**src/rtl/seven_seg_pkg.sv**
```systemverilog
// Shared definitions for the 3-bit seven-segment encode/decode family.
// SEG_CODE must stay identical to the encoder's output table so that
// loopback checking compares like with like.
package seven_seg_pkg;

   localparam int SEG_W     = 8;   // bit7=a .. bit1=g, bit0=dp
   localparam int VAL_W     = 3;   // decoded digit value width
   localparam int NUM_CODES = 8;   // one pattern per 3-bit value

   // Segment pattern for each value; dp (bit0) is always clear.
   localparam logic [SEG_W-1:0] SEG_CODE [0:NUM_CODES-1] = '{
      8'hFC,   // 0
      8'h60,   // 1
      8'hDA,   // 2
      8'hF2,   // 3
      8'h66,   // 4
      8'hB6,   // 5
      8'hBE,   // 6
      8'hE0    // 7
   };

   // Scan reader dwell tracking states.
   typedef enum logic [1:0] {
      ST_BLANK    = 2'd0,   // strobe idle or illegal (not one-hot)
      ST_SETTLE   = 2'd1,   // one-hot strobe, waiting for stability
      ST_CAPTURED = 2'd2    // this dwell has already been captured
   } scan_state_e;

endpackage : seven_seg_pkg

```
**src/rtl/seven_segment_pattern_decoder.sv**
```systemverilog
// Combinational inverse of the 3-bit segment encoder.
// All eight bits (including dp) must match a table entry exactly for a hit;
// on a miss the value output is driven to zero and must be ignored.
module seven_segment_pattern_decoder
   import seven_seg_pkg::*;
(
   input  logic [SEG_W-1:0] pattern_i,
   output logic             hit_o,
   output logic [VAL_W-1:0] value_o
);

   // Exact-match search over the code table; codes are unique so at most one hits.
   always_comb begin
      hit_o   = 1'b0;
      value_o = '0;
      for (int k = 0; k < NUM_CODES; k++) begin
         if (pattern_i == SEG_CODE[k]) begin
            hit_o   = 1'b1;
            value_o = VAL_W'(k);
         end
      end
   end

endmodule : seven_segment_pattern_decoder

```
**src/rtl/seven_segment_scan_reader.sv**
```systemverilog
// Recovers per-digit 3-bit values from a time-multiplexed seven-segment bus.
// Inputs are sampled every cycle; a dwell (pattern + one-hot strobe) is
// captured once, after STABLE_CYCLES identical consecutive samples.
// Illegal patterns flag Err_out for that digit and leave its value alone.
// Frame_done pulses when every digit has been captured since the last pulse.
module seven_segment_scan_reader
   import seven_seg_pkg::*;
#(
   parameter int NUM_DIGITS    = 4,
   parameter int STABLE_CYCLES = 3
)(
   input  logic                        CLK,
   input  logic                        RST,
   input  logic [SEG_W-1:0]            Seg_in,
   input  logic [NUM_DIGITS-1:0]       Anode_in,
   output logic [VAL_W*NUM_DIGITS-1:0] Value_out,
   output logic [NUM_DIGITS-1:0]       Valid_out,
   output logic [NUM_DIGITS-1:0]       Err_out,
   output logic                        Frame_done
);

   localparam int CNT_W = $clog2(STABLE_CYCLES + 1);
   localparam int IDX_W = (NUM_DIGITS > 1) ? $clog2(NUM_DIGITS) : 1;
   localparam logic [CNT_W-1:0] CNT_MAX = CNT_W'(STABLE_CYCLES);

   // Position of the single set bit; only meaningful for a one-hot argument.
   function automatic logic [IDX_W-1:0] onehot_index(input logic [NUM_DIGITS-1:0] v);
      logic [IDX_W-1:0] idx;
      idx = '0;
      for (int k = 0; k < NUM_DIGITS; k++) begin
         if (v[k]) begin
            idx = IDX_W'(k);
         end
      end
      return idx;
   endfunction

   // Sample registers and stability tracking
   logic [SEG_W-1:0]      seg_q;
   logic [NUM_DIGITS-1:0] an_q;
   logic [CNT_W-1:0]      cnt_q, cnt_d;
   scan_state_e           state_q, state_d;

   // Output and frame-tracking registers
   logic [VAL_W*NUM_DIGITS-1:0] value_q, value_d;
   logic [NUM_DIGITS-1:0]       valid_q, valid_d;
   logic [NUM_DIGITS-1:0]       err_q, err_d;
   logic [NUM_DIGITS-1:0]       mask_q, mask_d;
   logic                        frame_q, frame_d;

   // Combinational helpers
   logic             change;
   logic             an_q_onehot;
   logic             an_in_onehot;
   logic             capture;
   logic [IDX_W-1:0] dig_idx;
   logic             dec_hit;
   logic [VAL_W-1:0] dec_val;

   // The captured pattern is the registered sample, which equals the live
   // input whenever a capture is allowed (no change on that edge).
   seven_segment_pattern_decoder u_decoder (
      .pattern_i (seg_q),
      .hit_o     (dec_hit),
      .value_o   (dec_val)
   );

   // Stability counter and dwell FSM next-state; an input change always
   // restarts settling, even on the edge the counter would otherwise fire.
   always_comb begin
      change       = (Seg_in != seg_q) || (Anode_in != an_q);
      an_q_onehot  = $onehot(an_q);
      an_in_onehot = $onehot(Anode_in);
      dig_idx      = onehot_index(an_q);
      capture      = 1'b0;
      state_d      = state_q;

      if (change) begin
         cnt_d = CNT_W'(1);
      end else if (cnt_q == CNT_MAX) begin
         cnt_d = cnt_q;
      end else begin
         cnt_d = cnt_q + CNT_W'(1);
      end

      if (change) begin
         state_d = an_in_onehot ? ST_SETTLE : ST_BLANK;
      end else if (!an_q_onehot) begin
         state_d = ST_BLANK;
      end else if (cnt_q == CNT_MAX) begin
         // One capture per dwell: only the first saturated cycle captures.
         capture = (state_q != ST_CAPTURED);
         state_d = ST_CAPTURED;
      end else begin
         state_d = ST_SETTLE;
      end
   end

   // Per-digit output update on capture plus frame mask bookkeeping.
   always_comb begin
      value_d = value_q;
      valid_d = valid_q;
      err_d   = err_q;
      mask_d  = mask_q;
      frame_d = 1'b0;

      if (capture) begin
         if (dec_hit) begin
            value_d[VAL_W*int'(dig_idx) +: VAL_W] = dec_val;
            valid_d[dig_idx] = 1'b1;
            err_d[dig_idx]   = 1'b0;
         end else begin
            // Keep the last good value; only the flags report the miss.
            valid_d[dig_idx] = 1'b0;
            err_d[dig_idx]   = 1'b1;
         end
         mask_d[dig_idx] = 1'b1;
         if (&mask_d) begin
            frame_d = 1'b1;
            mask_d  = '0;
         end
      end
   end

   // State register: full clear on reset so a held dwell must settle again.
   always_ff @(posedge CLK) begin
      if (RST) begin
         seg_q   <= '0;
         an_q    <= '0;
         cnt_q   <= '0;
         state_q <= ST_BLANK;
         value_q <= '0;
         valid_q <= '0;
         err_q   <= '0;
         mask_q  <= '0;
         frame_q <= 1'b0;
      end else begin
         seg_q   <= Seg_in;
         an_q    <= Anode_in;
         cnt_q   <= cnt_d;
         state_q <= state_d;
         value_q <= value_d;
         valid_q <= valid_d;
         err_q   <= err_d;
         mask_q  <= mask_d;
         frame_q <= frame_d;
      end
   end

   assign Value_out  = value_q;
   assign Valid_out  = valid_q;
   assign Err_out    = err_q;
   assign Frame_done = frame_q;

endmodule : seven_segment_scan_reader

```
**config.mk**
```make
export PLATFORM = sky130hd
export DESIGN_NAME = seven_segment_scan_reader
export DESIGN_NICKNAME = d
export VERILOG_FILES = /design/src/rtl/seven_seg_pkg.sv /design/src/rtl/seven_segment_pattern_decoder.sv /design/src/rtl/seven_segment_scan_reader.sv
export SDC_FILE = /design/constraint.sdc
export NUM_CORES = 1
export LEC_CHECK = 0
export ABC_AREA = 0
export CAP_MARGIN = 0
export CORE_AREA = 3 3 89 91
export CTS_CLUSTER_DIAMETER = 100
export DETAILED_ROUTE_END_ITERATION = 7
export DIE_AREA = 0 0 92 94
export GPL_ROUTABILITY_DRIVEN = 0
export PLACE_DENSITY = 0.53
export SYNTH_ARGS = -nofsm -noshare
export SYNTH_HDL_FRONTEND = slang
export SYNTH_HIERARCHICAL = 1
export SYNTH_SLANG_ARGS = --single-unit
```
**constraint.sdc**
```tcl
create_clock -name CLK -period 3.1 [get_ports CLK]
set_input_delay 0.465 -clock CLK [delete_from_list [all_inputs] [get_ports CLK]]
set_output_delay 0.465 -clock CLK [all_outputs]
set_load 0.05 [all_outputs]
```
**Word-level counts from Yosys, hierarchy flattened**

Index checks and enable logic that the tools add are counted.

- Logic and storage cells: 85
- Input bits: 14
- Output and inout port bits: 21
- Register bits after elaboration: 41

- Add/sub/neg operators: 8
- Shifts and indexed selects: 2
- Bitwise operators: 7
- Order comparisons: 2
- Reductions and logical operators: 6
- $mul: 1
- Equal/unequal tests: 15
- Muxes and demuxes: 34

Operators by type and width:

| kind | number |
|---|---|
| 8-bit equality test, second input constant | 6 |
| 4-bit negator with 33-bit output | 1 |
| 3-bit by 33-bit variable shift with 12-bit output, first input constant | 1 |
| 3-bit by 33-bit indexed part select with 12-bit output | 1 |
| 1-bit 2-to-1 mux | 18 |
| 8-bit by 7-bit equality test with 1-bit output, second input constant | 2 |
| 2-bit 2-to-1 mux | 7 |
| 12-bit bitwise mux | 1 |
| 3-bit 2-to-1 mux | 4 |
| 4-bit 2-to-1 mux | 3 |
| 4-bit OR | 3 |
| 1-bit by 1-bit adder with 2-bit output | 4 |
| 4-bit bitwise AND | 2 |
| 8-bit inequality test | 1 |
| 2-bit by 2-bit adder with 3-bit output | 2 |
| 3-bit by 1-bit equality test with 1-bit output, second input constant | 2 |
| 2-bit by 2-bit multiplier with 4-bit output, first input constant | 1 |
| 2-bit inequality test, second input constant | 2 |
| 4-bit inequality test | 1 |
| 4-bit inverter | 1 |
| 4-bit AND reduction | 1 |
| 2-bit OR reduction | 2 |
| 2-bit by 3-bit less-than comparator with 1-bit output, second input constant | 1 |
| 2-bit by 1-bit adder with 2-bit output, second input constant | 1 |
| other kinds (7) | 7 |

**Longest topological paths before layout**

- Depth after elaboration: 10
- Gate-level depth with buffers: 10
- Gate-level depth less buffers: 9

**By module**

Netlist, hierarchy kept.

Modules (own cells, without submodules):

| module | cells an instance | area an instance (um^2) | instances | seq. area each (um^2) |
|---|---|---|---|---|
| seven_segment_scan_reader | 206 | 1970.6 | 1 | 820.8 |
| seven_segment_pattern_decoder | 21 | 152.6 | 1 | 0.0 |

**Worst setup path after synthesis**

OpenSTA, ideal clock, no wires.

- Kind: reg2reg
- Start point: register an_q[3]
- End point: register value_q[0], in the netlist Value_out[0]
- Arrival: 2.622 ns
- Period minus slack after synthesis: 2.693 ns
- Library setup time: 0.072 ns
- Setup slack: 0.407 ns
- Stages on the path, launching flop included: 11
- Buffers on the path: 1
- Required time: 3.028 ns
- Path through: dfxtp_1 > inv_1 > fa_1 > inv_1 > ha_1 > ha_1 > and4bb_2 > buf_4 > nand4_1 > nor4_1 > mux2i_1

- Longest elaborated chain between the ends: 6
- Elaborated cells on any way between the ends: 14
- Classes of those cells: add/sub: 3; mul: 1; eq/ne: 2; shift: 2; mux: 4; reduce/logical: 2

Ends and longest elaborated chain:

| item | line | RTL |
|---|---|---|
| start, declared | seven_segment_scan_reader.sv:40 | `logic [NUM_DIGITS-1:0] an_q;` |
| start signal, assigned | seven_segment_scan_reader.sv:139 | `an_q <= Anode_in;` |
| branches (longest 6 deep; another with 4-bit negator with 33-bit output) | - |  |
| end signal, assigned | seven_segment_scan_reader.sv:142 | `value_q <= value_d;` |
| end, declared | seven_segment_scan_reader.sv:45 | `logic [VAL_W*NUM_DIGITS-1:0] value_q, value_d;` |

Parallel ways; which one is timed is not known.
A chain may end at the register's enable or synchronous reset.

==> metrics.md <==
| Metric | Value |
|---|---|
| Tot GR Track Use | 0.114 |
| Die Wd | 92 um |
| DRT iter0 DRCs | 78 |
| Synth cell types | 40 |
| Post-route setup slack | 0.312 ns |
| Syn_area_per_cell | 9.35 sq um |
| Clock sinks | 41 |
| WL final | 4510 um |
| Synth Area in Adders | 0.0955 |
| CP Launch Point | an_q[3]$_SDFF_PP0_ |
| DR pass1 iterations | 4 |
| Pre-CTS setup slack | 0.310 ns |
| Sequential share of power | 0.489 |
| Clock Tree Root | clkbuf_8 |
| Hold Fails Final Rpt | 0 |
| Xor and xnor area share after synthesis | 0.0619 |
| Clk pwr share | 0.402 |
| Final setup viols | 0 |
| Post-Synthesis Cells | 227 |
| Logic pwr share | 0.109 |
| Prevailing post-synth register cell | dfxtp_1 |
| Int Pwr | 0.856 mW |
| Achievable frequency | 359 MHz |
| Post-synth EDFFs | 0 |
| Worst path slowest cell | fa_1 |
| Placement Cell Area | 2630 sq um |
| Worst rel slew slack | 0.476 |
| Final critical-path required period | 2.79 ns |
| Final setup TNS | 0 ns |
| Async set-reset flop share out of synthesis | 0 |
| Number of core rows | 31 |
| Final Max Tran Viols | 0 |
| Complex-gate fraction of the synthesized area | 0.0448 |
| Crit path capture type | flop |
| Layout cells sized above 1 | 0.0996 |
| Ranking of synthesized cells by area | dfxtp_1 (39%), mux2i_1 (10%), ha_1 (7.7%) |
| VDD IR max | 0.000197 V |
| Synthesized net count | 256 |
| Leak | 1.04 nW |
| Power Dens Cells | 410 nW/um^2 |
| Slowest stage delay, CP | 0.49 ns |
| Critical Path RT | 3.29 ns |
| Core area | 7210 sq um |
| Tot Pwr | 1.13 mW |
| First-pass GRT wire length | 7860 um |
| CP Cell Sequence | inv_1, fa_1, inv_1, ha_1, ha_1, and4bb_2, nand3_1, or4_1, mux2i_1 |
| Hold Slack | 0.445 ns |
| Worst-path fanout max | 10 |
| Routed length per instance | 12.2 um |
| Global route overflow | 0 |
| Routed Antenna Nets | 0 |
| Switching power | 0.270 mW |
| Total CTS buffers | 5 |
| Worst reg-to-reg setup slack | 0.31 ns |
| Vias | 1693 |
| Maximum clock path buffer count | 2 |
| Port Buffers | 34 |
| Levels on crit path | 9 |
| H-tree depth | 2 |
| Final period util | 0.899 |
| Largest net degree at the start of global routing | 16 |
| Crit start category | flop |
| Slew @ Worst Pin | 0.766 ns |
| Die H | 94 um |
| Remaining DRCs | 0 |
| Total setup buffers inserted after CTS | 0 |
| RSZ-0062 raised after global routing | false |
| Reg2reg start | an_q[3]$_SDFF_PP0_ |
| Syn Std Cell Area | 2120 sq um |
| Clock-pin slew on the worst setup and hold paths | 0.08 ns |
| Synth area leader | dfxtp_1 |
| Fin area | 2750 sq um |
| Min-Delay Path Class | reg2reg |
| Largest delay share family, worst path | simple AND/OR/NAND/NOR gates |
| CP Buf/Inv Count | 2 |
| Clock Latency Late Sink | 0.30 ns |
| Synthesis Warnings | 6 |
| Switch share | 0.240 |
| CTS tree | done |
| Largest family of logic cells by synthesized area | simple AND/OR/NAND/NOR gates |
| FF+latch count, synth | 41 |
| Sequential area share after synthesis | 0.387 |
| Worst setup path category | reg2reg |
| Vias in the first global route | 1684 |
| Multiplexer area fraction after synthesis | 0.104 |
| Starting Density | 0.294 |
| Initial antenna violation count | 0 |
| Layout area overhead | 29.3% |
| Area of the die | 8650 sq um |
| Antenna Cells | 0 |
| Vias/cell | 4.58 |
| Hpwl dp | 3410 um |
| Post-CTS Resized | 0 |
| Hold Buf Count CTS | 0 |
| Worst r2r path cells | 9 |
| Area share of the largest cell type after synthesis | 0.387 |
| Max-cap check violation count | 0 |
| Final #Nets | 299 |
| Total I/O pin count | 35 |
| Post-Synth Simple-Gate Area | 0.263 |
| Clock skew | 0.00672 ns |
| Status | complete, no violations |
| CP Data Arrival Time | 2.97 ns |
-- per-layer routing --
| layer | share of wire | global-route usage | vias up |
|---|---|---|---|
| met1 | 0.50 | 0.147 | 774 |
| met4 | 0.014 | 0.0396 | 0 |
| li1 | - | - | 873 |
| met2 | 0.43 | 0.182 | 39 |
| met5 | 0 | 0 | - |
| met3 | 0.054 | 0.0304 | 7 |
-- power groups by stage --
stage | combinational (mW) | clock (mW) | sequential (mW)
6_report | 0.123 | 0.453 | 0.551
5_1_grt | 0.138 | 0.491 | 0.553
4_1_cts | 0.125 | 0.470 | 0.551
3_5_place_dp | 0.124 | 0 | 0.563
3_3_place_gp | 0.124 | 0 | 0.563
2_1_floorplan | 0.0792 | 0 | 0.559
-- cells in the mapped netlist (2+ instances only) --
cell type / number
fa_1: 2
nand3_1: 8
nand4_1: 12
inv_1: 17
o22a_1: 2
nor4_1: 5
or3b_2: 3
dfxtp_1: 41
nor2_1: 6
xnor2_1: 14
a21oi_1: 5
nand2_1: 28
and4bb_2: 2
ha_1: 13
nand4_2: 2
nor2b_1: 12
or3_1: 2
nor3_1: 3
or4_1: 3
o21ai_0: 2
clkbuf_1: 5
mux2i_1: 22
-- worst reg2reg max path: stages, from the launching register on --
cell,delay [ns]
dfxtp_1,0.43
inv_1,0.10
fa_1,0.49
inv_1,0.04
ha_1,0.17
ha_1,0.28
and4bb_2,0.43
nand3_1,0.09
or4_1,0.49
mux2i_1,0.15
-- worst min-delay path by stage --
stage | start | cells after the start | to
floorplan | mask_q[0]$_SDFFE_PP0N_ | 2 | mask_q[0]$_SDFFE_PP0N_
global route | Value_out[6]$_SDFFE_PP0P_ | 2 | Value_out[6]$_SDFFE_PP0P_
global placement | mask_q[2]$_SDFFE_PP0N_ | 2 | mask_q[2]$_SDFFE_PP0N_
finish | mask_q[2]$_SDFFE_PP0N_ | 2 | mask_q[2]$_SDFFE_PP0N_
CTS | mask_q[2]$_SDFFE_PP0N_ | 2 | mask_q[2]$_SDFFE_PP0N_
detailed placement | mask_q[2]$_SDFFE_PP0N_ | 2 | mask_q[2]$_SDFFE_PP0N_
-- cells by family (layout without fill, tap and decap cells) --
| kind of cell | after synthesis | after routing |
|---|---|---|
| xor+xnor | 15 | 15 |
| compound gates | 14 | 14 |
| mux | 22 | 22 |
| fa+ha+maj | 15 | 15 |
| flops | 41 | 41 |
| simple gates | 96 | 96 |
| buf+inv | 24 | 68 |
-- metrics by stage --
| stage | instances | utilization |
|---|---|---|
| 4_1_cts | 370 | 0.381 |
| 3_3_place_gp | 362 | 0.364 |
| 3_5_place_dp | 362 | 0.364 |
| 5_1_grt | 370 | 0.381 |
| 2_1_floorplan | 227 | - |
| 6_report | 370 | 0.381 |
-- layout by cell type (no fill, tap or decap), types with 2 or more instances in the layout --
cell type        synthesis  final
nor2_1                   6      6
or3b_2                   3      3
a21oi_1                  5      5
buf_4                    1      9
inv_1                   17     17
nand4_1                 12     12
nor3_1                   3      3
o22a_1                   2      2
o21ai_0                  2      2
clkdlybuf4s50_1          0     34
nor4_1                   5      5
and4bb_2                 2      2
nand2_1                 28     28
xnor2_1                 14     14
ha_1                    13     13
or3_1                    2      2
or4_1                    3      3
clkbuf_8                 0      6
nor2b_1                 12     12
nand3_1                  8      8
dfxtp_1                 41     41
nand4_2                  2      2
fa_1                     2      2
mux2i_1                 22     22
-- cell type report --
type                       count  area, sq um
inverter                      17         63.8
multi-input combinational    162         1210
fill                         750         4470
timing repair buffer          43          408
tap                           99          124
clock inverter                 2         37.5
clock buffer                   6         82.6
sequential                    41          821
(Power assumes the default switching activity.)
